[src/rtl/qtt_adc_cmp.sv]
// Per-ADC threshold-crossing detector: invert/filter, rising-edge compare and
// time-tag generation with arm gating and a post-tag inhibit window.
module qtt_adc_cmp #(
   parameter int SMP_DW = 16,
   parameter int SMP_CK = 8,
   parameter int INH_W  = 8,
   parameter int CNT_W  = 16
) (
   input  logic                       clk_i,
   input  logic                       rst_i,
   input  logic                       arm_i,
   input  logic                       cfg_invert_i,
   input  logic                       cfg_filter_i,
   input  logic [SMP_DW-1:0]          cmp_th_i,
   input  logic [INH_W-1:0]           cmp_inh_i,
   input  logic                       adc_vld_i,
   input  logic [SMP_CK*SMP_DW-1:0]   adc_dt_i,
   output logic                       tag_vld_o,
   output logic [31:0]                tag_dt_o,
   output logic [CNT_W-1:0]           tag_cnt_o,
   output logic                       prev_vld_o
);

   localparam int IW = $clog2(SMP_CK);
   localparam int CW = 32 - IW;

   typedef logic signed [SMP_DW-1:0] smp_t;

   localparam smp_t SMP_MIN = {1'b1, {(SMP_DW-1){1'b0}}};
   localparam smp_t SMP_MAX = {1'b0, {(SMP_DW-1){1'b1}}};

   logic [CW-1:0]          coarse;
   logic [INH_W-1:0]       inh_cnt;

   // stage 1 state
   logic                   s1_vld;
   logic                   s1_arm;
   logic [CW-1:0]          s1_coarse;
   smp_t                   s1_th;
   smp_t                   s1_y [SMP_CK];
   smp_t                   x_prev;

   // stage 2 state
   logic                   s2_vld;
   logic                   s2_arm;
   logic [CW-1:0]          s2_coarse;
   logic [SMP_CK-1:0]      s2_c;
   smp_t                   y_prev;
   logic                   y_seen;

   smp_t                   x_ext [SMP_CK+1];
   smp_t                   y_in  [SMP_CK];
   logic signed [SMP_DW:0] sum_f [SMP_CK];
   smp_t                   y_ext [SMP_CK+1];
   logic [SMP_CK-1:0]      c_nxt;
   logic [IW-1:0]          idx;
   logic                   fire;

   // Element 0 of the extended arrays is the carried-over sample from the last valid beat.
   always_comb begin
      x_ext[0] = x_prev;
      for (int k = 0; k < SMP_CK; k++) begin
         x_ext[k+1] = adc_dt_i[k*SMP_DW +: SMP_DW];
         if (cfg_invert_i) begin
            x_ext[k+1] = (x_ext[k+1] == SMP_MIN) ? SMP_MAX : -x_ext[k+1];
         end
      end
      for (int k = 0; k < SMP_CK; k++) begin
         sum_f[k] = {x_ext[k+1][SMP_DW-1], x_ext[k+1]} + {x_ext[k][SMP_DW-1], x_ext[k]};
         y_in[k]  = cfg_filter_i ? smp_t'(sum_f[k][SMP_DW:1]) : x_ext[k+1];
      end
   end

   always_comb begin
      y_ext[0] = y_prev;
      for (int k = 0; k < SMP_CK; k++) begin
         y_ext[k+1] = s1_y[k];
      end
      for (int k = 0; k < SMP_CK; k++) begin
         c_nxt[k] = (y_ext[k+1] > s1_th) && (y_ext[k] <= s1_th);
      end
      c_nxt[0] = c_nxt[0] & y_seen;
   end

   always_comb begin
      idx = '0;
      for (int k = SMP_CK-1; k >= 0; k--) begin
         if (s2_c[k]) idx = IW'(k);
      end
      fire = s2_vld && s2_arm && (|s2_c) && (inh_cnt == '0);
   end

   always_ff @(posedge clk_i) begin
      if (rst_i) begin
         coarse     <= '0;
         s1_vld     <= 1'b0;
         s1_arm     <= 1'b0;
         s1_coarse  <= '0;
         s1_th      <= '0;
         x_prev     <= '0;
         prev_vld_o <= 1'b0;
         for (int k = 0; k < SMP_CK; k++) s1_y[k] <= '0;
      end else begin
         coarse    <= coarse + CW'(1);
         s1_vld    <= adc_vld_i;
         s1_arm    <= arm_i;
         s1_coarse <= coarse;
         s1_th     <= cmp_th_i;
         if (adc_vld_i) begin
            for (int k = 0; k < SMP_CK; k++) s1_y[k] <= y_in[k];
            x_prev     <= x_ext[SMP_CK];
            prev_vld_o <= 1'b1;
         end
      end
   end

   always_ff @(posedge clk_i) begin
      if (rst_i) begin
         s2_vld    <= 1'b0;
         s2_arm    <= 1'b0;
         s2_coarse <= '0;
         s2_c      <= '0;
         y_prev    <= '0;
         y_seen    <= 1'b0;
      end else begin
         s2_vld    <= s1_vld;
         s2_arm    <= s1_arm;
         s2_coarse <= s1_coarse;
         s2_c      <= s1_vld ? c_nxt : '0;
         if (s1_vld) begin
            y_prev <= s1_y[SMP_CK-1];
            y_seen <= 1'b1;
         end
      end
   end

   always_ff @(posedge clk_i) begin
      if (rst_i) begin
         tag_vld_o <= 1'b0;
         tag_dt_o  <= '0;
         tag_cnt_o <= '0;
         inh_cnt   <= '0;
      end else begin
         tag_vld_o <= fire;
         if (fire) begin
            tag_dt_o <= {s2_coarse, idx};
            if (tag_cnt_o != '1) tag_cnt_o <= tag_cnt_o + CNT_W'(1);
            inh_cnt  <= cmp_inh_i;
         end else if (inh_cnt != '0) begin
            inh_cnt  <= inh_cnt - INH_W'(1);
         end
      end
   end

endmodule

[config.mk]
export PLATFORM = sky130hd
export DESIGN_NAME = qtt_adc_cmp
export DESIGN_NICKNAME = d
export VERILOG_FILES = /design/src/rtl/qtt_adc_cmp.sv
export SDC_FILE = /design/constraint.sdc
export NUM_CORES = 1
export LEC_CHECK = 0
export BUFFER_PORTS_ARGS = -buffer_cell sky130_fd_sc_hd__buf_2
export CAP_MARGIN = 10
export CORE_ASPECT_RATIO = 0.8
export CORE_UTILIZATION = 25
export CTS_CLUSTER_DIAMETER = 200
export DETAILED_ROUTE_END_ITERATION = 7
export GPL_TIMING_DRIVEN = 0
export PLACE_DENSITY = 0.38
export SKIP_LAST_GASP = 1
export SYNTH_ARGS = -nofsm -noshare
export SYNTH_HDL_FRONTEND = slang
export SYNTH_SLANG_ARGS = --single-unit
[constraint.sdc]
create_clock -name clk_i -period 9.7 [get_ports clk_i]
set_input_delay 1.455 -clock clk_i [delete_from_list [all_inputs] [get_ports clk_i]]
set_output_delay 1.455 -clock clk_i [all_outputs]
set_load 0.1 [all_outputs]
* After elaboration in Yosys (flattened, before gate mapping) *
Memory sizes are Yosys's and may differ from the RTL's.
Cells that the tools add are included.

cells by class
  eq/ne operators = 9
  reductions and logical operators = 17
  add/subtract/negate cells = 19
  muxes and demuxes = 47
  bitwise gates (word level) = 10
  $lt $le $gt $ge = 16

operator list
  kind                     number
  $mux W16                 32
  $add A16 B16 Y17         8
  $eq A16 B16 Y1 const B   8
  $gt A16 B16 Y1           8
  $le A16 B16 Y1           8
  $neg A16 Y16             8
  $add A29 B1 Y29 const B  1
  $mux W3                  8
  $add A16 B1 Y16 const B  1
  $mux W8                  2
  $ne A16 B16 Y1 const B   1
  $logic_and A1 B1 Y1      11
  $logic_not A8 Y1         1
  $or A1 B1 Y1             8
  $reduce_bool A8 Y1       1
  $reduce_or A8 Y1         1
  $sub A8 B1 Y8 const B    1
  $mux W1                  5
  $reduce_and A2 Y1        1
  $reduce_bool A2 Y1       1
  $reduce_or A2 Y1         1
  $and A1 B1 Y1            1
  $not A1 Y1               1

storage, ports and cells
  memory bits (writable) = 128
  flip-flop bits (word level) = 206
  input bits = 158
  memories kept = 1

memories
  name  depth  bits a word  rd ports  clocked after memory_dff  write ports  RTL line  RTL
  s1_y  8      16           8         0                         8            40        smp_t s1_y [SMP_CK];

* Longest topological paths before layout *
Gate-level depths: netlist of run 1.

  word-level depth = 8
  gate-level depth with buffers = 20
  gate-level depth less buffers = 17

* Worst setup path after synthesis of run 1 *
Ideal clock, no wire load.

  path kind = input to register
  start point = input port adc_dt_i[0]
  end point = memory s1_y[0][14] (netlist bit), data pin
  stages on the path = 18
  data arrival time = 6.039 ns
  library setup time = 0.267 ns
  required time = 9.433 ns
  setup slack = 3.393 ns
  cell sequence = inv_1 -> ha_1 -> or4b_4 -> or4_1 -> buf_2 -> or4_1 -> clkbuf_1 -> clkbuf_1 -> nand2_1 -> ha_1 -> a2111o_1 -> or2_2 -> o2111a_1 -> or4b_2 -> and2_1 -> a41oi_1 -> xor2_1 -> o21ai_0

RTL lines
  item                RTL line  RTL
  start: declaration  17        input logic [SMP_CK*SMP_DW-1:0] adc_dt_i,
  end: declaration    40

==> results of run 1 <==
-- layer usage --
metal  up-vias  GRT usage (%)
met1     10936           30.4
li1      10963              -
met3       122           2.92
met2       719           30.2
met4         0           4.75
met5         -              0
-- cell families (layout without fill, tap and decap cells) --
family | after synthesis | in the layout | synth area share (%)
other | 0 | 1 | 0
flip-flops | 334 | 334 | 32.6
adder cells (fa/ha/maj) | 284 | 284 | 14.8
AND/OR/NAND/NOR | 1080 | 1080 | 21.6
multiplexers | 39 | 39 | 1.62
AO/OA/AOI/OAI | 734 | 734 | 19.4
XOR/XNOR | 191 | 191 | 6.84
buffers and inverters | 210 | 485 | 3.23
-- tightest hold or removal path, stage by stage (launching register included) --
cell     delay (ps)
dfxtp_1         290
nand2_1          50
a21oi_1          50
-- path summary, 6_finish.rpt --
kind	from	to	slack (ps)	cells past startpoint
max reg2reg	inh_cnt[0]	tag_cnt_o[7]	5930	13
max	cfg_invert_i	s1_y[0][60]	1620	16
min	s2_coarse[13]	tag_dt_o[16]	430	2
min reg2reg	s2_coarse[13]	tag_dt_o[16]	430	2
-- state kept, by name, summed over array words and instances (netlist names), 8 cells and up --
register and flops:
tag_cnt_o 16, y_prev 16, s1_y 128, s1_coarse 29, x_prev 16, coarse 29, s2_c 8, tag_dt_o 32
s1_th 16, s2_coarse 29, inh_cnt 8
-- layout by cell type, fill, tap and decap left out, types with 77 or more instances in the layout --
| master | Yosys | layout |
|---|---|---|
| a21oi_1 | 190 | 190 |
| clkbuf_1 | 96 | 101 |
| nor2_1 | 271 | 271 |
| xnor2_1 | 77 | 77 |
| ha_1 | 276 | 276 |
| edfxtp_1 | 128 | 128 |
| nor2b_1 | 118 | 118 |
| xor2_1 | 114 | 114 |
| inv_1 | 104 | 103 |
| dfxtp_1 | 206 | 206 |
| nand2_1 | 325 | 325 |
| buf_2 | 2 | 205 |
| o21ai_0 | 171 | 171 |
-- cell type report --
type / instances / area (µm²)
Fill cell: 10378 / 68400
Multi-Input combinational cell: 2328 / 15700
Sequential cell: 334 / 7970
Tap cell: 1300 / 1630
Clock buffer: 53 / 1120
Timing Repair Buffer: 204 / 1040
Buffer: 106 / 400
Inverter: 104 / 395
Clock inverter: 18 / 221
Antenna cell: 1 / 2.50
-- power by group through the flow --
stage	Sequential [mW]	Combinational [mW]	Clock, mW
6_report	1.64	1.55	1.56
4_1_cts	1.64	1.53	1.61
5_1_grt	1.65	1.71	1.66
2_1_floorplan	1.64	1.04	0
3_5_place_dp	1.67	1.52	0
3_3_place_gp	1.67	1.51	0
-- per-stage QoR --
step                instances  instance area (µm²)  hold WS [ps]  setup WS (ps)
finish                   4448                28500           434           1620
global route             4447                28500           443           1700
CTS                      4447                28500           436           1920
detailed placement       4376                27100           423           1300
global placement         4375                27100           424           1370
floorplan                2872                24400           414           3390
==> impl_metrics.ini, run 1 <==
[floorplan]
io_pins = 208
fp.dieArea_um2 = 99000
die_w_um = 352
rows = 102
core_region_area_um2 = 96900
die_h_um = 282
start_util_pct = 25.2

[drt]
dr_wl_met3_um = 5880
vias = 22740
top_layer = met4
ant_nets = 0
totalWireLength_um = 102000
met1_length_um = 52200
post_drt_wl_per_cell_um = 23.0
wl_met2_um = 42000
drt_pass1_iterations = 7
route.detailed.drc = 0
post_drt_via_cell_ratio = 5.11
drt-initial-drc-count = 1994

[synth]
syn-mean-instance-area_um2 = 8.51
syn_area_um2 = 24400
synth-seq-area-share_pct = 32.6
yosysTopAreaCellShare_pct = 16.9
ys_ff_latch = 334
yosysMostFrequentCell = nand2_1
synthTopCellsByCount = nand2_1 (325), ha_1 (276), nor2_1 (271)
ys_top_cells_by_area = dfxtp_1 (17%), edfxtp_1 (16%), ha_1 (14%)
synth-edff-count = 128
post-synth-top-area-cell = dfxtp_1
yosys_most_used_dff = dfxtp_1
ys_types = 75
synth_fp_nets = 3314
syn_inst = 2872
synth.yosys.warnings = 0
async_reset_ff_share_pct = 0

[sta]
fmax_mhz = 124
setup_viol_count_final = 0
tightest_slew_ps = 1370
period_needed_ps = 8080
slew_viol_final = 0
rsz0062_at_grt = false
finalCritPeriodShare_pct = 83.3
fin_setup_tns_ps = 0
hold_violations = 0
slew_headroom_pct = 7.87
finClkSkew_ps = 38.2

[critical_path]
path_cells = clkbuf_1 > clkbuf_1 > clkbuf_1 > clkbuf_1 > a21oi_1 > o21ai_0 > ha_1 > a21o_1 > a21o_1 > a21o_1 > a21oi_1 > nor2b_1 > a311oi_1 > o21bai_1 > xnor2_1 > o21ai_0
cpMostUsedCell = clkbuf_1
crit_slowest_cell = o21ai_0
critPathCaptureType = flop
cpPeakStageDelay_ps = 1100
critPathArrivalTime_ps = 8390
worstSetupPathType = in -> reg
required_ps = 10010
crit_family = compound AO/OA/AOI/OAI gates
start_kind = input pin
cp_max_fo = 10
critPathBufInv = 4

[cts]
clk_latency_ps = 600
postCtsSetupBuffers = 0
h-tree-depth = 2
cts_buffer_depth = 3
tritoncts = done
clock-sinks = 334
cts_buffers = 39
clk_pin_slew_ps = 60
postCtsHoldBufs = 0
cts.repair.resized = 0
clockRootBuffer = clkbuf_16

[power]
seqPwrFrac_pct = 34.5
power_mw = 4.75
cellLeakagePower_nw = 11.8
combPwrFrac_pct = 32.7
vdd_drop_max_mv = 0.0916
internal_power_mw = 3.07
clock_power_share_pct = 32.9
p_switching_mw = 1.68
pwr_density_cell_nw_per_um2 = 167
swShare_pct = 35.4

[layout]
nets = 3559
areaGrowthSynthToFinish_pct = 16.5
drive_gt1_share_pct = 9.53
post-route-util_pct = 29.4

[global_routing]
grt_usage_pct = 20.3
grt_max_degree = 84
grt_pass1_vias = 21728
grt.overflow.total = 0
antenna_found_initial = 3
grt_pass1_wl_um = 147000

[place]
finalWeightedCongestion = 0.920
dpl.hpwl_um = 81200
port_buffers = 203

[hold_path]
min_path_type = reg -> reg

[run_status]
run_status = finished, final reports clean

[flow_run]
max_cap_viol_count = 0
(Power assumes the default switching activity.)
==> run 2, diff against run 1 <==
- ABC_AREA: unset -> 1
- PLACE_DENSITY: 0.38 -> 0.39
- clock period: 9.7 -> 7.2 ns (I/O delays scaled with it)
==> run 2 against run 1 <==
  * Non-clock buffer count is the same
  * Utilization about the same
  * Critical path depth did not move
  * Cell count grew 23%
  * Power is 36% higher
  * Flip-flop and latch count unchanged
  * Sequential share of layout area down 2.1 points
  * Area after synthesis increased by 8.4%
==> impl_metrics.ini, run 2 <==
[cts]
cts_buffers = 40
clk_pin_slew_ps = 60
tritoncts = done
h-tree-depth = 2
clock-sinks = 334
postCtsSetupBuffers = 0
clk_latency_ps = 610
cts.repair.resized = 0
clockRootBuffer = clkbuf_16
cts_buffer_depth = 3
postCtsHoldBufs = 0

[drt]
post_drt_wl_per_cell_um = 21.8
totalWireLength_um = 119000
route.detailed.drc = 0
drt_pass1_iterations = 6
vias = 26822
ant_nets = 0
post_drt_via_cell_ratio = 4.88
drt-initial-drc-count = 2486

[sta]
rsz0062_at_grt = false
slew_headroom_pct = 8.81
period_needed_ps = 5800
finClkSkew_ps = 33.3
hold_violations = 0
finalWorstSetupSlack_ps = 1400
fin_setup_tns_ps = 0
finalCritPeriodShare_pct = 80.6
fmax_mhz = 172
setup_viol_count_final = 0
slew_viol_final = 0
tightest_slew_ps = 1370

[synth]
synth-edff-count = 128
ys_types = 59
ys_top_cells_by_area = dfxtp_1 (16%), edfxtp_1 (15%), ha_1 (13%)
synth-seq-area-share_pct = 30.1
synth_fp_nets = 4240
syn-mean-instance-area_um2 = 6.97
yosysTopAreaCellShare_pct = 15.6
yosys_most_used_dff = dfxtp_1
async_reset_ff_share_pct = 0
ys_ff_latch = 334
yosysMostFrequentCell = nand2_1
syn_area_um2 = 26500
synthTopCellsByCount = nand2_1 (709), nor2_1 (522), inv_1 (477)
syn_inst = 3798
post-synth-top-area-cell = dfxtp_1
synth.yosys.warnings = 0

[power]
cellLeakagePower_nw = 14.7
vdd_drop_max_mv = 0.148
seqPwrFrac_pct = 33.6
internal_power_mw = 4.07
pwr_density_cell_nw_per_um2 = 209
combPwrFrac_pct = 32.5
swShare_pct = 36.9
clock_power_share_pct = 33.9
p_switching_mw = 2.38

[hold_path]
min_path_type = reg -> reg
hold_depth = 2

[global_routing]
grt_pass1_vias = 25525
grt_usage_pct = 21.9
antenna_found_initial = 11
grt.overflow.total = 0
grt_pass1_wl_um = 173000
grt_max_degree = 60

[critical_path]
critPathArrivalTime_ps = 6090
crit_slowest_cell = buf_1
critical_path_depth = 16
crit_family = buffers and inverters
critPathCaptureType = flop
cpPeakStageDelay_ps = 930
cpMostUsedCell = a21oi_1
cp_max_fo = 13
path_cells = buf_2 > buf_4 > buf_2 > buf_1 > o22ai_1 > fa_1 > inv_1 > nand3_1 > a21oi_1 > nor2_1 > o21ai_0 > nand2_1 > nand2_1 > a21oi_1 > o21ai_0 > a21oi_1
required_ps = 7490
start_kind = input pin
critPathBufInv = 5
ff2ff_path_depth = 11
worstSetupPathType = in -> reg

[place]
finalWeightedCongestion = 0.911
dpl_worst_slack_ps = 850
place_area_um2 = 29400
dpl.hpwl_um = 94400
port_buffers = 204

[flow_run]
max_cap_viol_count = 0

[layout]
nets = 4494
final_cell_mix = nand2_1 (708), nor2_1 (522), inv_1 (477)
drive_gt1_share_pct = 9.26
final_common_cell = nand2_1
areaGrowthSynthToFinish_pct = 16.4
nFillCells = 11833
regMostFlops = s1_y
reg_top3 = s1_y: 128 flops, tag_dt_o: 32 flops
largest_reg_flops = 128
stdcell_area_um2 = 30800
post-route-util_pct = 29.4

[floorplan]
io_pins = 208
die_w_um = 366
fp.dieArea_um2 = 107000
rows = 106
core_region_area_um2 = 105000
die_h_um = 293
start_util_pct = 25.3

[run_status]
run_status = finished, final reports clean
## run 2: power by group through the flow
stage	clock (mW)	combinational [mW]	sequential (mW)
floorplan	0	1.38	2.19
global placement	0	2.06	2.21
finish	2.18	2.10	2.16
CTS	2.24	2.07	2.17
global route	2.31	2.34	2.18
detailed placement	0	2.06	2.20
## run 2: layout make-up
| class | instances | area (µm²) | area share (%) |
|---|---|---|---|
| multi-input cells | 2884 | 16300 | 52.9 |
| flip-flops and latches | 334 | 7970 | 25.8 |
| inverters | 482 | 1810 | 5.87 |
| well taps | 1404 | 1760 | 5.70 |
| repair buffers | 212 | 1180 | 3.82 |
| clock buffers | 57 | 1180 | 3.82 |
| plain buffers | 98 | 402 | 1.30 |
| clock inverters | 17 | 216 | 0.702 |
| diodes | 3 | 7.51 | 0.0243 |
## run 2: worst paths after layout
| path | startpoint | end | slack, ps |
|---|---|---|---|
| worst max register to register | s1_th[1] | s2_c[5] | 4270 |
| worst min-delay path | s1_coarse[7] | s2_coarse[7] | 380 |
| worst min register to register | s1_coarse[7] | s2_coarse[7] | 380 |
| worst max-delay path | cfg_invert_i | s1_y[0][47] | 1400 |
## run 2: cell families (layout without fill, tap and decap cells)
family / count (synthesis) / in the layout / share of synthesized area [%]
AO/OA/AOI/OAI: 725 / 725 / 15.4
adder cells (fa/ha/maj): 284 / 284 / 13.6
AND/OR/NAND/NOR: 1755 / 1755 / 28.6
XOR/XNOR: 120 / 120 / 3.97
flip-flops: 334 / 334 / 30.1
buffers and inverters: 580 / 866 / 8.34
other: 0 / 3 / 0
## run 2: worst register-to-register path, cell delays in order, from the launching register on
cell and delay (ps):
dfxtp_1 300, inv_1 770, ha_1 410, inv_1 60
nor2_1 30, o21ai_0 170, a21oi_1 130, o31ai_1 350
nand2_1 90, nand2_1 70, nand3_1 190, nor2b_1 230
## run 2: per-layer routing
metal	vias to the layer above	share of wire (%)	GRT usage (%)
met5	-	0.023	0
met1	12709	50	32.3
li1	13204	-	-
met4	4	1.7	4.12
met2	800	42	33.5
met3	105	6.1	3.17
## run 2: per-stage QoR
| step | hold WS (ps) | std cells | power [mW] |
|---|---|---|---|
| after floorplan | 388 | 3798 | 3.58 |
| after global placement | 397 | 5406 | 4.27 |
| after detailed placement | 397 | 5414 | 4.26 |
| after CTS | 390 | 5488 | 6.48 |
| after global routing | 414 | 5488 | 6.82 |
| final | 379 | 5491 | 6.44 |
==> run 3, diff against run 2 <==
- clock period: 7.2 -> 4.7 ns (I/O delays scaled with it)
==> run 3 against run 2 <==
  * Flip-flop and latch count is the same
  * Clock power grew 53%
  * Critical endpoint is now s1_y[1][63]
  * Clock skew shrank 2.3 ps
  * Largest power group unchanged
  * Sequential power grew 54%
==> impl_metrics.ini, run 3 (same netlist as run 2, synthesis figures left out) <==
[power]
combPwrFrac_pct = 32.5
cellLeakagePower_nw = 14.7
vdd_drop_max_mv = 0.227
p_switching_mw = 3.63
seqPwrFrac_pct = 33.6
internal_power_mw = 6.23
pwr_density_cell_nw_per_um2 = 320
swShare_pct = 36.8
clock_power_share_pct = 33.9

[critical_path]
crit_family = buffers and inverters
start_kind = input pin
critPathCaptureType = flop
cpPeakStageDelay_ps = 510
required_ps = 5160
path_cells = buf_2 > buf_4 > buf_4 > buf_2 > o21ai_0 > o21ai_0 > fa_1 > nand3_1 > a21oi_1 > nor2_1 > o21ai_0 > nand3_1 > nand2_1 > xor2_1 > nor2_1 > nor2_1
critPathBufInv = 4
cp_max_fo = 10
critPathArrivalTime_ps = 4980
worstSetupPathType = in -> reg
crit_slowest_cell = buf_2

[global_routing]
grt.overflow.total = 0
antenna_found_initial = 11
grt_max_degree = 60
grt_usage_pct = 21.8
grt_pass1_vias = 25518
grt_pass1_wl_um = 172000

[floorplan]
die_w_um = 366
core_region_area_um2 = 105000
rows = 106
fp.dieArea_um2 = 107000
start_util_pct = 25.3
io_pins = 208
die_h_um = 293

[hold_path]
min_path_type = in -> reg

[drt]
vias = 26834
drt_pass1_iterations = 5
drt-initial-drc-count = 2412
totalWireLength_um = 119000
post_drt_via_cell_ratio = 4.89
post_drt_wl_per_cell_um = 21.7
ant_nets = 0
route.detailed.drc = 0

[cts]
postCtsSetupBuffers = 0
cts_buffers = 40
cts_buffer_depth = 3
cts.repair.resized = 8
clock-sinks = 334
postCtsHoldBufs = 0
clk_latency_ps = 610
h-tree-depth = 2
clk_pin_slew_ps = 60
clockRootBuffer = clkbuf_16
tritoncts = done

[layout]
stdcell_area_um2 = 30900
nFillCells = 11834
areaGrowthSynthToFinish_pct = 16.5
final_common_cell = nand2_1
nets = 4493
final_cell_mix = nand2_1 (708), nor2_1 (522), inv_1 (477)
reg_top3 = s1_y: 128 flops, tag_dt_o: 32 flops
multiInputGateArea_um2 = 16300
largest_reg_flops = 128
drive_gt1_share_pct = 9.40
regMostFlops = s1_y
seqCellArea_um2 = 7970

[sta]
setup_viol_count_final = 0
hold_violations = 0
period_needed_ps = 4520
finalCritPeriodShare_pct = 96.2
slew_headroom_pct = 12.6
slew_viol_final = 0
finalWorstSetupSlack_ps = 180
timing.hold.ws_ps = 302
fmax_mhz = 221
rsz0062_at_grt = true
tightest_slew_ps = 1310
finClkSkew_ps = 31.0

[place]
finalWeightedCongestion = 0.911
place_area_um2 = 29400
dpl_worst_slack_ps = -1280
port_buffers = 204
dpl.hpwl_um = 94400

[flow_run]
max_cap_viol_count = 0

[run_status]
run_status = finished, final reports clean
-- run 3: changes by cell type in the layout (fill, tap and decap cells not counted), moves of 2 or more --
cell / change
clkbuf_4: +6
o21ai_0: -3
o22ai_2: +2
buf_1: -4
buf_2: -5
o22ai_1: -2
o21ai_1: +3
-- run 3: power groups by stage --
| stage | Combinational (mW) | Sequential [mW] | Clock [mW] |
|---|---|---|---|
| final | 3.21 | 3.32 | 3.34 |
| after global routing | 3.59 | 3.33 | 3.54 |
| after CTS | 3.17 | 3.32 | 3.44 |
| after detailed placement | 3.16 | 3.38 | 0 |
| after global placement | 3.15 | 3.39 | 0 |
| after floorplan | 2.12 | 3.36 | 0 |
-- run 3: final timing paths --
path              slack [ps]  cells past startpoint    startpoint           end
setup reg to reg        1780                     11      s1_th[1]       s2_c[5]
hold reg to reg          380                      2  s1_coarse[7]  s2_coarse[7]
setup / recovery         180                     16  cfg_invert_i   s1_y[1][63]
hold / removal           300                      3  cmp_th_i[10]     s1_th[10]
-- run 3: worst register-to-register path: cells and delay by family, from the launching register on --
family	cells	cell delay (ps)
flip-flops	1	300
buffers and inverters	2	830
AO/OA/AOI/OAI	3	630
AND/OR/NAND/NOR	5	620
adder cells (fa/ha/maj)	1	410
-- run 3: routing by layer --
metal / vias up / GRT usage, % / routed length [µm]
li1: 13213 / - / -
met1: 12746 / 32.3 / 59900
met2: 767 / 33.4 / 49900
met3: 104 / 2.96 / 7210
met4: 4 / 4.29 / 2070
met5: - / 0 / 27
-- run 3: area by class of cell --
| type | count | share of cell area [%] |
|---|---|---|
| Antenna cell | 2 | 0.0162 |
| Buffer | 97 | 1.38 |
| Clock buffer | 57 | 3.81 |
| Sequential cell | 334 | 25.8 |
| Tap cell | 1404 | 5.69 |
| Inverter | 482 | 5.86 |
| Clock inverter | 17 | 0.701 |
| Multi-Input combinational cell | 2884 | 52.9 |
| Timing Repair Buffer | 212 | 3.82 |
-- run 3: through the flow --
stage | util, % | TNS, ps | power [mW] | std cells
floorplan | - | 0 | 5.48 | 3798
global placement | 27.9 | -442250 | 6.54 | 5406
detailed placement | 28.1 | -77620 | 6.53 | 5414
CTS | 29.4 | 0 | 9.93 | 5487
global route | 29.5 | -69.5 | 10.5 | 5487
finish | 29.5 | 0 | 9.87 | 5489
